## config.mk

```make
export PLATFORM = sky130hd
export DESIGN_NAME = dmem_seq
export DESIGN_NICKNAME = d
export VERILOG_FILES = /design/src/rtl/dmem_pkg.sv /design/src/rtl/dmem_lane_fmt.sv /design/src/rtl/dmem_seq.sv
export SDC_FILE = /design/constraint.sdc
export NUM_CORES = 1
export LEC_CHECK = 0
export BUFFER_PORTS_ARGS = -buffer_cell sky130_fd_sc_hd__buf_4
export CAP_MARGIN = 0
export CORE_UTILIZATION = 30
export CTS_CLUSTER_DIAMETER = 40
export DETAILED_ROUTE_END_ITERATION = 16
export SLEW_MARGIN = 20
export SYNTH_ARGS = -nofsm -noshare
export SYNTH_HDL_FRONTEND = slang
export SYNTH_SLANG_ARGS = --single-unit
```

## constraint.sdc

```tcl
create_clock -name i_clk -period 5.9 [get_ports i_clk]
set_clock_uncertainty 0.05 [all_clocks]
set_input_delay 0.59 -clock i_clk [delete_from_list [all_inputs] [get_ports i_clk]]
set_output_delay 0.59 -clock i_clk [all_outputs]
set_load 0.02 [all_outputs]
```

## src/rtl/dmem_pkg.sv

```systemverilog
// Shared constants and helpers for the MEM-stage data-memory sequencer.
package dmem_pkg;

    // RV32I load/store size encodings (inst[14:12])
    localparam logic [2:0] F3_B  = 3'd0;
    localparam logic [2:0] F3_H  = 3'd1;
    localparam logic [2:0] F3_W  = 3'd2;
    localparam logic [2:0] F3_BU = 3'd4;
    localparam logic [2:0] F3_HU = 3'd5;

    typedef enum logic [1:0] {
        IDLE = 2'd0,
        REQ  = 2'd1,
        WAIT = 2'd2,
        DONE = 2'd3
    } state_t;

    // Halfwords need an even address, words a 4-byte aligned one.
    function automatic logic misaligned(input logic [2:0] f3, input logic [1:0] lo);
        case (f3[1:0])
            2'd1:    return lo[0];
            2'd2:    return (lo != 2'b00);
            default: return 1'b0;
        endcase
    endfunction

endpackage

```

## src/rtl/dmem_lane_fmt.sv

```systemverilog
// Byte-lane steering: store masks / replicated store data, and load
// extraction with sign or zero extension.
module dmem_lane_fmt
    import dmem_pkg::*;
(
    input  logic [2:0]  st_funct3,
    input  logic [1:0]  st_addr_lo,
    input  logic        st_we,
    input  logic [31:0] st_data,
    output logic [3:0]  mask,
    output logic [31:0] st_wdata,
    input  logic [2:0]  ld_funct3,
    input  logic [1:0]  ld_addr_lo,
    input  logic [31:0] ld_word,
    output logic [31:0] ld_data
);

    logic [7:0]  byte_sel;
    logic [15:0] half_sel;

    // Store side: replicate the operand on every lane so the mask alone picks the target bytes.
    always_comb begin
        mask     = 4'hF;
        st_wdata = st_data;
        if (st_we) begin
            case (st_funct3)
                F3_B: begin
                    mask     = 4'b0001 << st_addr_lo;
                    st_wdata = {4{st_data[7:0]}};
                end
                F3_H: begin
                    mask     = 4'b0011 << {st_addr_lo[1], 1'b0};
                    st_wdata = {2{st_data[15:0]}};
                end
                default: begin
                    mask     = 4'hF;
                    st_wdata = st_data;
                end
            endcase
        end
    end

    // Load side: pick the addressed byte/half from the bus word, then extend it.
    always_comb begin
        case (ld_addr_lo)
            2'd0:    byte_sel = ld_word[7:0];
            2'd1:    byte_sel = ld_word[15:8];
            2'd2:    byte_sel = ld_word[23:16];
            default: byte_sel = ld_word[31:24];
        endcase
        half_sel = ld_addr_lo[1] ? ld_word[31:16] : ld_word[15:0];
        case (ld_funct3)
            F3_B:    ld_data = {{24{byte_sel[7]}}, byte_sel};
            F3_BU:   ld_data = {24'd0, byte_sel};
            F3_H:    ld_data = {{16{half_sel[15]}}, half_sel};
            F3_HU:   ld_data = {16'd0, half_sel};
            default: ld_data = ld_word;
        endcase
    end

endmodule

```

## src/rtl/dmem_seq.sv

```systemverilog
// Multicycle data-memory access sequencer for the RV32I MEM stage.
// Drives a req/gnt/rvalid bus, stalls the pipeline while busy and
// reports illegal accesses or bus timeouts as a one-cycle fault.
module dmem_seq
    import dmem_pkg::*;
#(
    parameter int TIMEOUT = 255,
    parameter int CNT_W   = 8
) (
    input  logic        i_clk,
    input  logic        i_rst,
    input  logic        i_valid,
    input  logic        i_dmem_ren,
    input  logic        i_dmem_wen,
    input  logic [2:0]  i_funct3,
    input  logic [31:0] i_addr,
    input  logic [31:0] i_wdata,
    output logic        o_stall,
    output logic        o_done,
    output logic [31:0] o_rdata,
    output logic        o_fault,
    output logic        o_bus_req,
    output logic        o_bus_we,
    output logic [31:0] o_bus_addr,
    output logic [31:0] o_bus_wdata,
    output logic [3:0]  o_bus_mask,
    input  logic        i_bus_gnt,
    input  logic        i_bus_rvalid,
    input  logic [31:0] i_bus_rdata
);

    state_t           state;
    logic [CNT_W-1:0] cnt;
    logic [2:0]       f3_q;
    logic [1:0]       lo_q;

    logic        busy;
    logic        timeout;
    logic        acc_req;
    logic        bad_f3;
    logic        bad_align;
    logic        illegal;
    logic        accept;
    logic [3:0]  lane_mask;
    logic [31:0] lane_wdata;
    logic [31:0] load_data;

    dmem_lane_fmt u_lane_fmt (
        .st_funct3  (i_funct3),
        .st_addr_lo (i_addr[1:0]),
        .st_we      (i_dmem_wen),
        .st_data    (i_wdata),
        .mask       (lane_mask),
        .st_wdata   (lane_wdata),
        .ld_funct3  (f3_q),
        .ld_addr_lo (lo_q),
        .ld_word    (i_bus_rdata),
        .ld_data    (load_data)
    );

    // Request decode and legality checks; the timeout wins over any same-cycle gnt/rvalid.
    always_comb begin
        busy      = (state == REQ) || (state == WAIT);
        timeout   = busy && (TIMEOUT != 0) && (cnt == CNT_W'(TIMEOUT));
        acc_req   = i_valid && (i_dmem_ren ^ i_dmem_wen);
        bad_f3    = i_dmem_ren ? ((i_funct3 == 3'd3) || (i_funct3[2:1] == 2'b11))
                               : (i_funct3 > 3'd2);
        bad_align = misaligned(i_funct3, i_addr[1:0]);
        illegal   = (i_valid && i_dmem_ren && i_dmem_wen) || (acc_req && (bad_f3 || bad_align));
        accept    = (state == IDLE) && acc_req && !bad_f3 && !bad_align;
        o_stall   = (busy && !timeout) || accept;
        o_fault   = ((state == IDLE) && illegal) || timeout;
        o_bus_req = (state == REQ) && !timeout;
        o_done    = (state == DONE);
    end

    // Sequencer FSM: latch the access in IDLE, hand it to the bus, collect the response.
    always_ff @(posedge i_clk or posedge i_rst) begin
        if (i_rst) begin
            state       <= IDLE;
            cnt         <= '0;
            f3_q        <= 3'd0;
            lo_q        <= 2'd0;
            o_bus_we    <= 1'b0;
            o_bus_addr  <= 32'd0;
            o_bus_wdata <= 32'd0;
            o_bus_mask  <= 4'd0;
            o_rdata     <= 32'd0;
        end else begin
            case (state)
                IDLE: begin
                    if (accept) begin
                        f3_q        <= i_funct3;
                        lo_q        <= i_addr[1:0];
                        o_bus_we    <= i_dmem_wen;
                        o_bus_addr  <= {i_addr[31:2], 2'b00};
                        o_bus_wdata <= lane_wdata;
                        o_bus_mask  <= lane_mask;
                        cnt         <= '0;
                        state       <= REQ;
                    end
                end
                REQ: begin
                    if (timeout) begin
                        state <= IDLE;
                    end else if (i_bus_gnt) begin
                        cnt   <= '0;
                        state <= o_bus_we ? DONE : WAIT;
                    end else begin
                        cnt <= cnt + CNT_W'(1);
                    end
                end
                WAIT: begin
                    if (timeout) begin
                        state <= IDLE;
                    end else if (i_bus_rvalid) begin
                        o_rdata <= load_data;
                        state   <= DONE;
                    end else begin
                        cnt <= cnt + CNT_W'(1);
                    end
                end
                default: begin
                    state <= IDLE;
                end
            endcase
        end
    end

endmodule

```

Yosys cells after proc, flatten, opt, wreduce, memory -nomap -nowiden
Index checks and enable logic that the tools add are counted. Widths: inputs -> output; s select.

Register bits: 114. Logic and storage cells: 87. Input port bits: 106.

$lt $le $gt $ge: 1. Muxes and demuxes: 22. Reductions and logical operators: 30. Shift-type cells: 2. $add $sub $neg: 1. Bitwise gates (word level): 2. Equal/unequal tests: 20.

Operators by type and width (count): $pmux 32 s4 (1); $pmux 32 s2 (1); $pmux 8 s3 (2); $mux 8 (5); $mux 32 (1); $mux 16 (1); $logic_and 1x1->1 (11); $eq 2x2->1 const B (5); $mux 2 (5); $add 8x1->8 const B (1); $eq 8x8->1 const B (1); $ne 2x2->1 const B (4); $pmux 4 s2 (1); $eq 2x1->1 const B (3); $eq 3x1->1 const B (2); $eq 3x3->1 const B (2); $logic_not 3->1 (2); $logic_or 1x1->1 (6); $ne 3x3->1 const B (2); $pmux 2 s3 (1); $reduce_and 3->1 (2); $reduce_and 5->1 (1); $logic_not 2->1 (2); $mux 4 (1); other kinds (12) (15).

Longest topological paths before layout
Gate-level depths: netlist of the first run.

Depth after elaboration: 8. Depth in mapped cells: 9. Gate-level depth less buffers: 7.

Cells and area by module
From an unflattened synthesis of the first run, not the netlist that was laid out.

Cells, all modules: 521. Area total of the unflattened synthesis: 6271.0 um^2.

Modules (own cells, without submodules): dmem_seq (area each 4767.1 um^2, times used 1, cells each 328); dmem_lane_fmt (area each 1503.9 um^2, times used 1, cells each 193).

Least setup slack after synthesis of the first run
No wires, ideal clock.

Kind: input to output. From: input port i_funct3[0]. To: output port o_stall. Path buffers: 2. Arrival: 2.143 ns. Stages: 8. Path slack: 3.117 ns. Cell sequence: inv_1 > ha_1 > o211ai_1 > and4_1 > and3_2 > clkbuf_1 > clkbuf_1 > a21o_1.

Longest elaborated chain between the ends: 7.

RTL lines: from (decl) (line dmem_seq.sv:15) `input logic [2:0] i_funct3,`; parallel branches: the longest is 5 deep, another holds $gt 3x2->1; $logic_and 1x1->1 (*) (line dmem_seq.sv:70) `accept = (state == IDLE) && acc_req && !bad_f3 && !bad_align;`; $logic_or 1x1->1 (*) (line dmem_seq.sv:71) `o_stall = (busy && !timeout) || accept;`; to (decl) (line dmem_seq.sv:18) `output logic o_stall,`.

Mark *: on every way between the ends.

Final worst setup path of the first run
From: input port i_funct3[1]. To: output port o_stall.

Longest elaborated chain between the ends: 7.

RTL lines (line): parallel branches: the longest is 5 deep, another holds $gt 3x2->1; $logic_and 1x1->1 (*) (dmem_seq.sv:70); $logic_or 1x1->1 (*) (dmem_seq.sv:71).

Marked as above.

==> qor.txt, run 1 <==
Bufs on Longest Clock Path: 2
Number of synthesized register bits: 114
H-tree Lvls: 4
# Post-CTS Setup Buffers: 0
Die X: 138 µm
Worst Reg-to-Reg Cells: 6
Die Footprint: 19000 µm²
Critical Path RT: 5260 ps
Number of global-route vias before repair: 4943
Pin count of the biggest net entering global routing: 95
Final Hold Fails: 0
First-pass detailed-route iteration total: 4
Row Count: 49
Non-Filler Instances: 1056
Fmax: 294 MHz
Vias: 5187
Max_slew headroom: 31.0%
Pleak: 0.00392 µW
Max-Cap Viols: 0
First-pass GRT wire length: 25900 µm
Yosys warning total: 0
HPWL after DPL: 11800 µm
Area grow syn2layout: 42.4%
Routed Antenna Nets: 0
Seq/Total Area, Yosys: 51.5%
Nets@finish: 930
# diodes: 0
# port buffers: 208
Clock transition at the registers of the reported paths: 50 ps
Period utilisation layout: 57.7%
TNS Setup: 0 ps
Most frequent cells in the layout: buf_4, nand2_1, dfrtp_1
Vias per cell: 4.91
Crit-path cells: buf_4, inv_1, ha_1, nand3_1, and4_1, and3_2, a21o_1, buf_4
Min Tclk post-route: 3410 ps
Slew Limit Fails: 0
I/O pin total: 211
Most common cell after layout, fill and taps aside: buf_4
Register area: 2850 µm²
Clock Sink Count: 114
DRC viols: 0
Worst min-delay path category: input pin to async pin
Average wire per standard cell: 16.1 µm
Core Region: 18000 µm²
Mean Syn Cell Area: 8.84 µm²
Slowest-stage cell, CP: and3_2
Post-synth top area share: 51.5%
Crit. End Element: output port
Die Span Y: 138 µm
Main synth FF type: dfrtp_1
FFs w/ async S/R, synth: 100%
Multi-input logic area: 2480 µm²
Num CTS Buffers: 17
CTS tree: done
Placed instance count: 1025
Worst setup SP type: input pin
Worst hold margin: 269 ps
CP arrival: 2770 ps
Total track usage: 17.8%
CTS Hold Bufs: 0
Status: completed
Post-layout util: 43.7%
Mapped Area: 5530 µm²
Detailed Route Iter0 Violations: 222
Post-CTS Resized: 0
CTS Root Cell: clkbuf_16
Critical path class: input pin to output port
CP max stage delay: 550 ps
P per Cell Area: 553 nW/µm²
EDFF count, synth: 0
# setup viols final: 0
Cell mode on critical path: buf_4
Post-synth top area cell: dfrtp_1
Top fanout value on the critical path: 52
RSZ-0062 raised after global routing: no
Synth top area cells: dfrtp_1, nand2_1, a21oi_1
Initial antenna violation count: 0
Share of layout cells above drive strength 1: 31.3%
Drt total wl: 17000 µm
Initial Util: 30.7%
GPL Wtd Cong: 0.819
Grt total ovfl: 0
Fillers: 1840
Worst vdd ir: 0.000239 V
Worst-Margin Slew: 1040 ps
Skew-Pair Late Insertion Delay: 400 ps
Synthesized instance count: 626
Cell variety after synth: 56
## path summary, 6_finish.rpt
path | slack, ps | startpoint | to
setup / recovery | 2490 | i_funct3[1] | o_stall
max in group asynchronous | 4530 | i_rst | o_rdata[7]$_DFFE_PP0P_
min in group i_clk | 320 | i_addr[20] | o_bus_addr[20]$_DFFE_PP0P_
hold reg to reg | 420 | o_bus_addr[26]$_DFFE_PP0P_ | o_bus_addr[26]$_DFFE_PP0P_
setup reg to reg | 3070 | cnt[0]$_DFFE_PP0P_ | cnt[1]$_DFFE_PP0P_
hold / removal | 270 | i_rst | o_bus_addr[30]$_DFFE_PP0P_
## sequential cells by signal (all words and copies together), names as in the netlist
signal / flops
o_rdata: 32
state: 2
o_bus_addr: 30
o_bus_wdata: 32
f3_q: 3
o_bus_we: 1
o_bus_mask: 4
lo_q: 2
cnt: 8
## synthesized netlist by cell type, types with 4 or more instances
master,number
a21oi_1,42
nand2_1,192
o41ai_2,4
o211ai_1,5
a221oi_1,16
dfrtp_1,114
clkbuf_1,37
nor2_1,51
o41ai_1,5
nand3_1,8
o21ai_0,39
mux2i_1,8
o31ai_1,18
ha_1,9
o31a_1,5
inv_1,12
o22ai_1,5
## final cells by class
type                            instances  share of cell area [%]
Clock buffer                           21                    5.84
Clock inverter                         10                    2.00
Inverter                               13                   0.683
Multi-Input combinational cell        457                    31.4
Sequential cell                       114                    36.2
Tap cell                              229                    3.64
Timing Repair Buffer                  212                    20.2
## through the flow
step / instance area [µm²] / power [µW] / setup slack, ps
4_1_cts: 7880 / 4400 / 2420
6_report: 7880 / 4360 / 2490
3_3_place_gp: 7260 / 3270 / 2480
2_1_floorplan: 5540 / 2470 / 2240
5_1_grt: 7880 / 4650 / 2250
3_5_place_dp: 7260 / 3290 / 2430
## metal layers
layer / global-route usage [%] / up-vias / routed length (µm)
met2: 28.0 / 198 / 7870
met4: 7.25 / 0 / 298
li1: - / 2536 / -
met1: 22.1 / 2429 / 7130
met3: 6.33 / 24 / 1720
met5: 0 / - / 0
## cell families (layout without fill, tap and decap cells)
group	after synthesis	after routing	synth area share [%]
other cells	1	2	0.0678
buf+inv	56	256	4.09
compound gates	160	160	19.8
fa+ha+maj	9	9	2.03
simple gates	274	274	20.0
xor+xnor	1	1	0.158
mux	11	11	2.33
flops	114	114	51.5
## power by group
group          switching, µW  internal, µW  total (µW)
registers                235          1130        1360
clock network            361           724        1090
logic                   1130           780        1910
total                   1720          2630        4360
## critical path, delay by kind of cell
| family | cells | cell delay, ps |
|---|---|---|
| AOI/OAI and AO/OA | 1 | 310 |
| adders and majority gates | 1 | 470 |
| buffers and inverters | 3 | 400 |
| and+or+nand+nor | 3 | 990 |
Note: power is estimated with default switching activity, not from simulation.
==> run 2: changes to the inputs <==
- clock period: 5.9 -> 3.2 ns (I/O delays scaled with it)
==> run 2 against run 1 <==
Sequential share of layout area down 0.26 points. Die area unchanged. Worst setup slack worse by 2000 ps. First-iteration DRC count up 55%. Sequential power up 85%. Total power up 82%. Final area up 0.71%. Critical path type is now flop to flop. Critical endpoint is now cnt[1]$_DFFE_PP0P_.
==> qor.txt, run 2 (synthesis gave the netlist of run 1 again) <==
Most common cell after layout, fill and taps aside: buf_4 (unchanged)
Total track usage: 18.3% (was 17.8%)
Pleak: 0.00395 µW (was 0.00392 µW)
Multi-input logic area: 2480 µm² (unchanged)
R2R Path End: cnt[1]$_DFFE_PP0P_ (unchanged)
Status: completed (unchanged)
# setup viols final: 0 (unchanged)
Crit. End Element: flop (was output port)
Row Count: 49 (unchanged)
Critical Path RT: 3440 ps (was 5260 ps)
P per Cell Area: 999 nW/µm² (was 553 nW/µm²)
First-pass detailed-route iteration total: 4 (unchanged)
Pin count of the biggest net entering global routing: 78 (was 95)
Max-Cap Viols: 0 (unchanged)
Drt total wl: 17100 µm (was 17000 µm)
I/O pin total: 211 (unchanged)
Routed Antenna Nets: 0 (unchanged)
Worst Reg-to-Reg Cells: 7 (was 6)
Register area: 2850 µm² (unchanged)
Num CTS Buffers: 17 (unchanged)
Detailed Route Iter0 Violations: 344 (was 222)
Design Area, Final: 7940 µm² (was 7880 µm²)
Top fanout value on the critical path: 8 (was 52)
Critical path class: flop to flop (was input pin to output port)
# port buffers: 208 (unchanged)
Period utilisation layout: 84.8%
Reg-to-reg slack, setup: 490 ps (was 3070 ps)
Average wire per standard cell: 16.0 µm (was 16.1 µm)
Worst vdd ir: 0.000432 V (was 0.000239 V)
Worst setup SP type: flop (was input pin)
Core Region: 18000 µm² (unchanged)
Clock transition at the registers of the reported paths: 50 ps (about the same)
RSZ-0062 raised after global routing: no (unchanged)
Dpl ws: 480 ps (was 2430 ps)
Skew-Pair Late Insertion Delay: 410 ps (was 400 ps)
First-pass GRT wire length: 26600 µm (was 25900 µm)
Worst-Margin Slew: 668 ps (was 1040 ps)
Bufs on Longest Clock Path: 2 (unchanged)
Share of layout cells above drive strength 1: 32.2% (was 31.3%)
Final Hold Fails: 0 (unchanged)
R2R Path Start: state[0]$_DFFE_PP0P_ (was cnt[0]$_DFFE_PP0P_)
Die X: 138 µm (unchanged)
Most frequent cells in the layout: buf_4, nand2_1, dfrtp_1 (unchanged)
GPL Wtd Cong: 0.789 (was 0.819)
Min Tclk post-route: 2710 ps
Worst setup margin: 488 ps (was 2490 ps)
Vias per cell: 4.93 (was 4.91)
Largest registers: o_bus_wdata x32, o_rdata x32, o_bus_addr x30 (unchanged)
CP arrival: 2950 ps (was 2770 ps)
Die Span Y: 138 µm (unchanged)
CTS Root Cell: clkbuf_16 (unchanged)
Min-delay src: i_addr[30]
Grt total ovfl: 0 (unchanged)
Non-Filler Instances: 1068 (was 1056)
Number of global-route vias before repair: 5148 (was 4943)
DRC viols: 0 (unchanged)
CTS tree: done (unchanged)
HPWL after DPL: 12000 µm (was 11800 µm)
TNS Setup: 0 ps (unchanged)
Max_slew headroom: 55.4% (was 31.0%)
Area grow syn2layout: 43.4% (was 42.4%)
Clock Sink Count: 114 (unchanged)
# diodes: 0 (unchanged)
Die Footprint: 19000 µm² (unchanged)
Placed inst area: 7350 µm² (was 7260 µm²)
Min-Delay Endpoint: o_bus_addr[30]$_DFFE_PP0P_
Placed instance count: 1036 (was 1025)
Slew Limit Fails: 0 (unchanged)
H-tree Lvls: 4 (unchanged)
Vias: 5260 (was 5187)
Hold depth: 3
Initial Util: 30.7% (unchanged)
Fillers: 1815 (was 1840)
Worst min-delay path category: input pin to flop (was input pin to async pin)
Nets@finish: 942 (was 930)
Fmax: 369 MHz
Initial antenna violation count: 0 (unchanged)
## run 2: worst max-delay path, stage by stage (launching register included)
cell	delay, ps
dfrtp_1	400
inv_1	80
ha_1	330
and3_1	180
nand3_1	210
a21oi_1	570
or3_1	450
mux2_4	330
## run 2: layout make-up
class | instances | share of cell area (%)
multi-input cells | 457 | 31.2
repair buffers | 224 | 21.4
clock buffers | 21 | 5.80
well taps | 229 | 3.61
clock inverters | 10 | 1.39
inverters | 13 | 0.662
flip-flops and latches | 114 | 36.0
## run 2: where the power goes
group,switching [µW],internal [µW],total [µW]
logic,2090,1480,3570
registers,434,2080,2510
clock network,670,1180,1850
total,3190,4730,7930
## run 2: worst max path at each step
stage / slack (ps) / end / from / cells past startpoint
6_report: 490 / cnt[1]$_DFFE_PP0P_ / state[0]$_DFFE_PP0P_ / 7
2_1_floorplan: 960 / o_stall / i_funct3[0] / 8
5_1_grt: 270 / cnt[1]$_DFFE_PP0P_ / state[0]$_DFFE_PP0P_ / 7
4_1_cts: 480 / cnt[1]$_DFFE_PP0P_ / state[0]$_DFFE_PP0P_ / 7
3_3_place_gp: 570 / cnt[1]$_DFFE_PP0P_ / state[0]$_DFFE_PP0P_ / 7
3_5_place_dp: 480 / cnt[1]$_DFFE_PP0P_ / state[0]$_DFFE_PP0P_ / 7
## run 2: metal layers
layer,GRT usage (%),share of wire [%],vias to the layer above
li1,-,-,2558
met1,22.7,43,2466
met4,8.03,2.0,0
met3,5.30,8.8,21
met5,0,0,-
met2,29.6,47,215
## run 2: timing repair
action / 4_1_cts / 5_1_grt
gates resized for setup: 0 / 0
setup buffers: 0 / 0
endpoints found under the hold margin: 4 / 0
hold buffers: 1 / 0
## run 2: through the flow
step | hold slack, ps | power (µW) | utilization (%)
finish | 50.2 | 7930 | 44.0
global route | 49.6 | 8470 | 44.0
CTS | 27.0 | 8010 | 44.0
detailed placement | 414 | 6120 | 40.8
global placement | 406 | 6080 | 40.8
floorplan | 375 | 4550 | -
==> run 3: changes to the inputs <==
- clock period: 3.2 -> 2.6 ns (I/O delays scaled with it)
==> run 3 against run 2 <==
Global-route usage increased by 0.062 points. Critical endpoint is now cnt[4]$_DFFE_PP0P_. Critical path depth unchanged. Sequential share of layout area decreased by 1.8 points. The flow now finishes with violations (negative hold slack). Via count increased by 2.0%. Core utilization increased by 2.4 points. Combinational power increased by 27%. Critical path type unchanged. Final area increased by 5.4%. Non-clock buffer count increased by 30. Die area unchanged. First-iteration DRC count decreased by 21%.
==> qor.txt, run 3 (synthesis gave the netlist of run 1 again) <==
Status: finished, violations left (was completed)
Failing checks: negative hold slack
Pin count of the biggest net entering global routing: 115 (was 78)
CP max stage delay: 510 ps (was 570 ps)
Critical Path RT: 2840 ps (was 3440 ps)
Area grow syn2layout: 51.1% (was 43.4%)
Non-Filler Instances: 1098 (was 1068)
# setup viols final: 0 (unchanged)
Worst Reg-to-Reg Cells: 7 (unchanged)
Worst path buffer plus inverter count: 1 (unchanged)
Grt total ovfl: 0 (unchanged)
HPWL after DPL: 11800 µm (was 12000 µm)
Most common cell after layout, fill and taps aside: buf_4 (unchanged)
CTS tree: done (unchanged)
Crit-path cells: inv_1, ha_1, and3_1, a41oi_1, a21oi_1, or3_1, a211o_2 (was inv_1, ha_1, and3_1, nand3_1, a21oi_1, or3_1, mux2_4)
Placed instance count: 1037 (was 1036)
Die X: 138 µm (unchanged)
Average wire per standard cell: 15.6 µm (was 16.0 µm)
Number of cells on the critical path: 7 (unchanged)
Share of layout cells above drive strength 1: 31.3% (was 32.2%)
Critical path class: flop to flop (unchanged)
Num CTS Buffers: 17 (unchanged)
Worst-Margin Slew: 661 ps (was 668 ps)
Clock transition at the registers of the reported paths: 50 ps (about the same)
Number of global-route vias before repair: 5230 (was 5148)
Slew Limit Fails: 0 (unchanged)
# Post-CTS Setup Buffers: 0 (unchanged)
Most frequent cells in the layout: buf_4, nand2_1, dfrtp_1 (unchanged)
Nets@finish: 972 (was 942)
CTS Root Cell: clkbuf_16 (unchanged)
GPL Wtd Cong: 0.805 (was 0.789)
Clock Sink Count: 114 (unchanged)
Critical Path Sink: cnt[4]$_DFFE_PP0P_ (was cnt[1]$_DFFE_PP0P_)
Reg-to-reg slack, setup: 250 ps (was 490 ps)
R2R Path Start: state[0]$_DFFE_PP0P_ (unchanged)
Bufs on Longest Clock Path: 2 (unchanged)
Crit. End Element: flop (unchanged)
DRC viols: 0 (unchanged)
# diodes: 0 (unchanged)
TNS Setup: 0 ps (unchanged)
Min Tclk post-route: 2350 ps (was 2710 ps)
Total track usage: 18.4% (was 18.3%)
Skew-Pair Late Insertion Delay: 400 ps (was 410 ps)
Initial Util: 30.7% (unchanged)
Largest registers: o_bus_wdata x32, o_rdata x32, o_bus_addr x30 (unchanged)
Detailed Route Iter0 Violations: 272 (was 344)
# port buffers: 208 (unchanged)
Worst hold margin: -23.5 ps (was 50.2 ps)
Row Count: 49 (unchanged)
I/O pin total: 211 (unchanged)
Pleak: 0.00414 µW (was 0.00395 µW)
H-tree Lvls: 4 (unchanged)
Drt total wl: 17200 µm (was 17100 µm)
Initial antenna violation count: 0 (unchanged)
Slowest-stage cell, CP: or3_1 (was a21oi_1)
Top fanout value on the critical path: 8 (unchanged)
Final Hold Fails: 13 (was 0)
R2R Path End: cnt[4]$_DFFE_PP0P_ (was cnt[1]$_DFFE_PP0P_)
CP arrival: 2590 ps (was 2950 ps)
Die Footprint: 19000 µm² (unchanged)
Fmax: 425 MHz (was 369 MHz)
Vias per cell: 4.89 (was 4.93)
CP delay by family, top: simple AND/OR/NAND/NOR gates (unchanged)
Worst min-delay path category: input pin to async pin (was input pin to flop)
Worst setup SP type: flop (unchanged)
Vias: 5365 (was 5260)
Die Span Y: 138 µm (unchanged)
First-pass detailed-route iteration total: 4 (unchanged)
RSZ-0062 raised after global routing: no (unchanged)
Routed Antenna Nets: 0 (unchanged)
CP Launch Point: state[0]$_DFFE_PP0P_ (unchanged)
Worst vdd ir: 0.000554 V (was 0.000432 V)
Max_slew headroom: 56.0% (was 55.4%)
Core Region: 18000 µm² (unchanged)
P per Cell Area: 1210 nW/µm² (was 999 nW/µm²)
Max-Cap Viols: 0 (unchanged)
Period utilisation layout: 90.4% (was 84.8%)
First-pass GRT wire length: 26800 µm (was 26600 µm)
run 3: changes by cell type in the layout (fill, tap and decap cells not counted):
cell           delta
bufinv_16         +3
clkinv_2          -1
clkbuf_1          -1
clkinvlp_4        -2
clkbuf_8          +1
dlygate4sd3_1    +29
buf_4             -3
buf_12            +4
run 3: per-layer routing:
metal	vias to the layer above	share of wire [%]	GRT usage, %
met5	-	0	0
met3	20	7.9	5.22
met2	202	48	30.7
li1	2617	-	-
met4	0	1.6	6.52
met1	2526	42	22.6
run 3: timing repair:
item | in CTS | in global routing
gates resized for setup | 0 | 0
setup endpoints to repair | 0 | 0
hold endpoints to repair | 30 | 0
hold buffers | 30 | 0
run 3: area by class of cell:
type | instances | area (µm²)
flip-flops and latches | 114 | 2850
well taps | 229 | 287
clock buffers | 21 | 470
clock inverters | 10 | 180
inverters | 13 | 52.6
multi-input cells | 457 | 2480
repair buffers | 254 | 2040
fillers | 1718 | 9660
run 3: report_power, final:
| group | internal, µW | leakage [µW] | switching (µW) |
|---|---|---|---|
| combinational | 1890 | 0.00240 | 2620 |
| clock | 1770 | 0.000315 | 806 |
| sequential | 2560 | 0.00143 | 500 |
run 3: how the worst min path moves through the flow:
| stage | from | to | slack [ps] | cells after the start |
|---|---|---|---|---|
| global placement | i_addr[20] | o_bus_addr[20]$_DFFE_PP0P_ | 400 | 3 |
| floorplan | i_addr[10] | o_bus_addr[10]$_DFFE_PP0P_ | 320 | 2 |
| global route | i_rst | o_rdata[9]$_DFFE_PP0P_ | 20 | 3 |
| CTS | i_wdata[6] | o_bus_wdata[6]$_DFFE_PP0P_ | 10 | 3 |
| finish | i_rst | o_rdata[9]$_DFFE_PP0P_ | -20 | 3 |
| detailed placement | i_addr[23] | o_bus_addr[23]$_DFFE_PP0P_ | 400 | 3 |
run 3: worst reg2reg max path: stages, from the launching register on:
cell     delay (ps)
dfrtp_1         390
inv_1            80
ha_1            350
and3_1          180
a41oi_1         220
a21oi_1          70
or3_1           510
a211o_2         390
run 3: metrics by stage:
stage | util, % | area (µm²) | setup slack [ps] | total power, µW
after global placement | 41.1 | 7410 | 227 | 7540
after global routing | 46.4 | 8360 | 185 | 10800
after detailed placement | 41.1 | 7410 | 179 | 7590
after CTS | 46.4 | 8360 | 248 | 10300
after floorplan | - | 5540 | 362 | 5600
final | 46.4 | 8360 | 250 | 10100
